`config.mk`:
```
export PLATFORM = sky130hd
export DESIGN_NAME = video_in_wb_writer
export DESIGN_NICKNAME = d
export VERILOG_FILES = /design/src/rtl/video_in_wb_writer.sv
export SDC_FILE = /design/constraint.sdc
export NUM_CORES = 1
export LEC_CHECK = 0
export ABC_AREA = 1
export ABC_CLOCK_PERIOD_IN_PS = 2400
export CORE_UTILIZATION = 52
export CTS_CLUSTER_DIAMETER = 150
export DETAILED_ROUTE_END_ITERATION = 7
export PLACE_DENSITY = 0.86
export SLEW_MARGIN = 15
export SYNTH_ARGS = -nofsm -noshare
export SYNTH_HDL_FRONTEND = slang
export SYNTH_SLANG_ARGS = --single-unit
```
`constraint.sdc`:
```
create_clock -name clk -period 2.4 [get_ports clk]
set_input_delay 0.48 -clock clk [delete_from_list [all_inputs] [get_ports clk]]
set_output_delay 0.48 -clock clk [all_outputs]
set_load 0.01 [all_outputs]
```
`src/rtl/video_in_wb_writer.sv`:
```
// video_in_wb_writer: pops full packets from the video-input FIFO and writes them to the frame buffer as Wishbone bursts
// Ports: clk/nRST clock and async active-low reset; fifo_data/nb_pack_available/fifo_r_ack FIFO read side;
// base_addr frame-buffer byte base; wb_* Wishbone classic master; frame_done one-cycle end-of-frame pulse.
// Option: VIDEO_IN_WB_CTI_EN adds wb_cti_o (incrementing-burst cycle type tags).
module video_in_wb_writer #(
  parameter int BURST_LEN   = 16,
  parameter int FRAME_WORDS = 76800,
  parameter int RD_LAT      = 2
) (
  input  logic        clk,
  input  logic        nRST,
  input  logic [31:0] fifo_data,
  input  logic        nb_pack_available,
  output logic        fifo_r_ack,
  input  logic [31:0] base_addr,
  output logic        wb_cyc_o,
  output logic        wb_stb_o,
  output logic        wb_we_o,
  output logic [31:0] wb_adr_o,
  output logic [31:0] wb_dat_o,
  output logic [3:0]  wb_sel_o,
  input  logic        wb_ack_i,
`ifdef VIDEO_IN_WB_CTI_EN
  output logic [2:0]  wb_cti_o,
`endif
  output logic        frame_done
);
  localparam int BW = $clog2(BURST_LEN + 1);
  localparam int OW = FRAME_WORDS > 1 ? $clog2(FRAME_WORDS) : 1;
  typedef enum logic [1:0] {IDLE, FETCH, WRITE} state_t;
  state_t state, state_nx;
  logic [1:0] fcnt;
  logic [BW-1:0] beat;
  logic [OW-1:0] offset;
  logic [31:0] frame_base;
  logic loaded;
  logic fetch_last, beat_last, word_last, ack;
  assign fetch_last = state == FETCH && fcnt == 2'(RD_LAT - 1);
  assign beat_last = beat == BW'(BURST_LEN - 1);
  assign word_last = offset == OW'(FRAME_WORDS - 1);
  assign ack = state == WRITE && wb_ack_i;
  assign fifo_r_ack = ack;
  assign wb_stb_o = state == WRITE;
  assign wb_we_o = wb_stb_o;
  // cycle stays open across the inter-beat fetches; the first fetch of a burst has beat == 0
  assign wb_cyc_o = wb_stb_o || (state == FETCH && beat != '0);
  assign wb_sel_o = 4'hF;
`ifdef VIDEO_IN_WB_CTI_EN
  assign wb_cti_o = !wb_stb_o ? 3'b000 : beat_last ? 3'b111 : 3'b010;
`endif
  always_comb begin
    state_nx = state;
    case (state)
      IDLE:    if (nb_pack_available) state_nx = FETCH;
      FETCH:   if (fetch_last) state_nx = WRITE;
      WRITE:   if (wb_ack_i) state_nx = beat_last ? IDLE : FETCH;
      default: state_nx = IDLE;
    endcase
  end
  always_ff @(posedge clk or negedge nRST)
    if (!nRST) state <= IDLE;
    else state <= state_nx;
  always_ff @(posedge clk or negedge nRST) begin
    if (!nRST) begin
      fcnt <= '0;
      beat <= '0;
      offset <= '0;
      frame_base <= '0;
      loaded <= 1'b0;
      wb_adr_o <= '0;
      wb_dat_o <= '0;
      frame_done <= 1'b0;
    end else begin
      frame_done <= ack && word_last;
      fcnt <= state == FETCH && !fetch_last ? fcnt + 2'd1 : 2'd0;
      // first edge after reset release picks up the base for the first frame
      if (!loaded) begin
        frame_base <= base_addr & 32'hFFFF_FFFC;
        loaded <= 1'b1;
      end
      // address and data are registered together so they stay stable through slave wait states
      if (fetch_last) begin
        wb_dat_o <= fifo_data;
        wb_adr_o <= frame_base + 32'({offset, 2'b00});
      end
      if (ack) begin
        beat <= beat_last ? '0 : beat + BW'(1);
        offset <= word_last ? '0 : offset + OW'(1);
        if (word_last) frame_base <= base_addr & 32'hFFFF_FFFC;
      end
    end
  end
endmodule

```
# == Yosys cells after proc, flatten, opt, wreduce, memory -nomap -nowiden ==
# Cells that the tools add are included.
# op_classes
add_sub_neg,4
eq_ne,8
n_mux,11
n_reduce_logical,10
# ops
cell,n
$mux 32,3
$add 32x19->32,1
$add 17x1->17 const B,1
$eq 17x17->1 const B,1
$mux 17,1
$mux 2,4
$pmux 2 s3,1
$add 5x1->5 const B,1
$eq 5x4->1 const B,1
$logic_and 1x1->1,5
$mux 5,1
$reduce_bool 5->1,1
$eq 2x1->1 const B,2
$ne 2x2->1 const B,2
$reduce_and 3->1,1
$add 2x1->2 const B,1
$eq 2x2->1 const B,1
$logic_not 2->1,1
$ne 2x1->1 const B,1
$logic_not 1->1,1
$logic_or 1x1->1,1
$mux 1,1
# word_totals
reg_bits,124
inputBits,68

# == Depth between registers and ports, before layout ==
# logic_depth
ltp_word,5
depth_mapped,13
depth_no_buf,13

# == Worst setup path after synthesis ==
# OpenSTA, ideal clock, no wires.
# synth_path
path_kind,register to register
startpoint,register offset[0]
endpoint,register wb_adr_o[24]
setup_ns,0.118
arrival_ns,1.693
required_ns,2.282
slack_ns,0.589
stages_incl_launch_ff,14
path_buffers,0
period_less_slack_ns,1.811
path_cell_list,dfrtp_1 ha_1 inv_1 fa_1 inv_1 nand3_1 nand3_1 nand2_1 nand2_1 nand3_1 nand3_1 nand2_1 nand3_1 nand2_1
# synth_between
elab_chain_cells,1
# synth_rtl
item,line,text
start: declaration,34,logic [OW-1:0] offset;
start signal: assignment,88,offset <= word_last ? '0 : offset + OW'(1);
$add 32x19->32,84,"wb_adr_o <= frame_base + 32'({offset, 2'b00});"
end signal: assignment,84,
end: declaration,19,"output logic [31:0] wb_adr_o,"
# No other way between the ends.
# A chain may end at the register's enable or synchronous reset.

# == Final worst setup path ==
# layout_path
startpoint,register beat[1]
endpoint,output wb_cyc_o
# layout_between
elab_chain_cells,3
# layout_rtl
item,line,text
start: declaration,33,logic [BW-1:0] beat;
start signal: assignment,87,beat <= beat_last ? '0 : beat + BW'(1);
$reduce_bool 5->1,46,assign wb_cyc_o = wb_stb_o || (state == FETCH && beat != '0);
$logic_and 1x1->1,46,
$logic_or 1x1->1,46,
end: declaration,16,"output logic wb_cyc_o,"
# No other way between the ends.

==> results.md <==
* Clock Sinks at approximately 120
* CTS root buffer: clkbuf_16
* Seq cells post-synth at approximately 120
* Post-synthesis sequential area ratio at 46.3%
* Fin util at between 70% and 80%
* ANT nets after route at 0
* Filler Cell Count at around 1.1k
* Final setup fails at 0
* Std cell rows at slightly above 40
* Max-cap viol count at 0
* Clock network power share at a little over 30%
* Final WL at about 17000 µm
* Max Clk Rate at 435 MHz
* H-Tree Level Count at 4
* Crit-path max FO at 3
* Cell variety after synth at 38
* Area delta synth->final at 32.0%
* Drc violations at 0
* TNS Setup at 0 ns
* Pre-CTS setup slack at between 0.2 and 0.25 ns
* Slew @ Worst Pin at between 0.5 and 0.6 ns
* Max-slew violations at 0
* Crit share post-route at 95.7%
* Number of flops mapped to enable cells by yosys at 0
* Sequential cell area at 3100 µm²
* Initial detailed-routing violation count at 394
* IO buf count at ~130
* Largest net degree at the start of global routing at 51
* Switching Power at 2.90 mW
* Grt ovf at 0
* RSZ-0062 raised after global routing: no
* Synth warn at 0
* CTS resizes at 0
* Area of the multi-input gates at between 3000 and 4000 µm²
* Setup WS post-layout at around 0.1 ns
* Initial Util at a little over half
* Most frequent cells in the layout: 367 x nand2_1, 133 x clkdlybuf4s50_1, 123 x dfrtp_1, 101 x inv_1, 63 x nand3_1
* Mean area per synthesized cell at ~7.5 µm²
* Crit path kind: reg -> out
* Logic pwr share at 34.4%
* Post-DP Area at just over 8000 µm²
* Internal power at roughly 6 mW
* Final-stage net count at ~1.1k
* Share of power burned in registers at around a third
* Clock latency on the worst-skew pair at between 0.4 and 0.5 ns
* Initial antenna violation count at 0
* Post-CTS Setup Inserts at 0
* DRT Pass-1 Iters at 5
* Via count at about 6.1k
* Total track usage at a little over a quarter
* Synthesized area at 6710 µm²
* CP cell instances: inv_1 -> ha_1 -> nand2_1 -> nor3_2 -> o21bai_1 -> clkdlybuf4s50_1
* Mapped Cells at a little under 900
* Die height at ~120 µm
* Share of cells above drive strength 1 at 6.98%
* Ant diodes at 0
* CTS tree: built
* Switching share of power at roughly 32%
* I/O pin cnt at roughly 140
* Worst Clk Skew at roughly 0.007 ns
* Cell count after placement at ~1.2k
* CTS Buffer Depth at 2
* Element type at the critical path start: flip-flop
* Non-Filler Instances at ~1.2k
* Gpl congestion at 0.998
* Worst IR Drop VDD at about 580 µV
* Reg-to-Reg Start: offset[0]$_DFFE_PN0P_
* Primary FF master, synth: dfrtp_1
* CP Capture Type: primary output
* CTS Hold Bufs at 0
* Most common cell after layout, fill and taps aside: nand2_1
* Die footprint at approximately 13000 µm²
* HP Class: in -> async
* Hold slack final at ~0.032 ns
* Total power at between 8 and 9 mW
* Worst Path Required at 1.92 ns
* Final Cell Area at 8850 µm²
* Static Leakage at between 4 and 5 nW
* Async set-or-reset flop fraction in the synthesized netlist at 100%
* First-pass GRT wire length at 27300 µm
* Normalized max-slew margin at ~64%
* Clock slew at reported path FFs at around 0.06 ns
* Die width at ~120 µm
* Slowest CP cell: clkdlybuf4s50_1
* Post-DP HPWL at 11900 µm
* Period minus WS final at 2.30 ns
* Biggest cell delay along the critical path at 0.55 ns
* Vias per inst at just over 5
* Hold Fails Final Rpt at 0
* Core footprint at between 10000 and 15000 µm²
* CP Launch Point: beat[1]$_DFFE_PN0P_
* Routed wire per std cell at 13.6 µm
* Power per Cell Area at between 1000 and 1500 nW/µm²
* Number of global-route vias before repair at 5934
* CTS Buf Count at 17
* CP Data Arrival Time at approximately 1.8 ns
* Outcome: finished clean
worst max-delay path, delay by kind of cell, from the launching register on:
| family | cells | cell delay (ns) |
|---|---|---|
| buf+inv | 2 | 0.63 |
| fa+ha+maj | 1 | 0.17 |
| compound gates | 1 | 0.12 |
| simple gates | 2 | 0.11 |
| flops | 1 | 0.36 |
routing by layer:
layer / vias to the layer above / GRT usage, % / part of all wire (%)
met4: 0 / 12.1 / 2.9
met1: 2803 / 33.3 / 43
met5: - / 0 / 0
met3: 45 / 6.80 / 6.9
met2: 225 / 43.5 / 47
li1: 3056 / - / -
synth_stat cells, types with 2 or more instances:
library cell | instances | area (µm²)
buf_4 | 6 | 45.0
buf_6 | 6 | 67.6
nor2_2 | 2 | 12.5
nand2_1 | 367 | 1380
o21ai_1 | 4 | 20.0
inv_1 | 101 | 379
nand3_2 | 10 | 100
inv_2 | 5 | 18.8
nand2_2 | 2 | 12.5
dfrtp_1 | 124 | 3100
clkbuf_1 | 13 | 48.8
nand3_1 | 63 | 315
nand4_1 | 11 | 68.8
nor3_1 | 9 | 45.0
a21oi_1 | 16 | 80.1
ha_1 | 21 | 263
xor2_1 | 6 | 52.6
nor2_4 | 3 | 33.8
xnor2_1 | 13 | 114
nor2_1 | 54 | 203
o21ai_0 | 33 | 165
or2_2 | 3 | 18.8
nor4_1 | 2 | 12.5
nand3b_1 | 3 | 22.5
a211oi_1 | 2 | 15.0
o21bai_1 | 2 | 15.0
power by group through the flow:
stage	sequential (mW)	combinational, mW	clock, mW
6_report	3.13	3.07	2.73
4_1_cts	3.13	3.09	2.77
5_1_grt	3.21	3.43	2.87
2_1_floorplan	3.32	1.31	0
3_5_place_dp	3.15	3.06	0
3_3_place_gp	3.12	2.99	0
kinds of logic (layout without fill, tap and decap cells):
group	count (synthesis)	after routing	synth area share [%]
DFF	124	124	46.3
buffers and inverters	134	283	8.53
other	1	5	0.0559
xor gates and xnor gates	19	19	2.48
AOI/OAI and AO/OA	60	60	4.72
and+or+nand+nor	533	533	33.7
adders and majority gates	22	22	4.22
final timing paths:
path	endpoint	slack (ns)	depth (start not counted)
max in group asynchronous	offset[0]$_DFFE_PN0P_	1.73	2
worst max register to register	wb_adr_o[24]$_DFFE_PN0P_	0.20	13
min in group clk	fcnt[0]$_DFF_PN0_	0.44	1
worst min-delay path	frame_base[10]$_DFF_PN0_	0.03	1
worst min register to register	fcnt[0]$_DFF_PN0_	0.44	1
worst max-delay path	wb_cyc_o	0.10	6
flip-flops by register name, indices dropped and copies added (netlist names):
signal,flops
offset,17
frame_done,1
fcnt,2
state,2
wb_dat_o,32
beat,5
frame_base,32
loaded,1
wb_adr_o,32
cell type report:
cell class,count,share of cell area [%]
Tap cell,172,2.43
Multi-Input combinational cell,639,34.5
Clock inverter,11,1.87
Sequential cell,124,35.1
Clock buffer,21,5.31
Inverter,107,4.54
Timing Repair Buffer,144,16.2
Note: power is estimated with default switching activity, not from simulation.
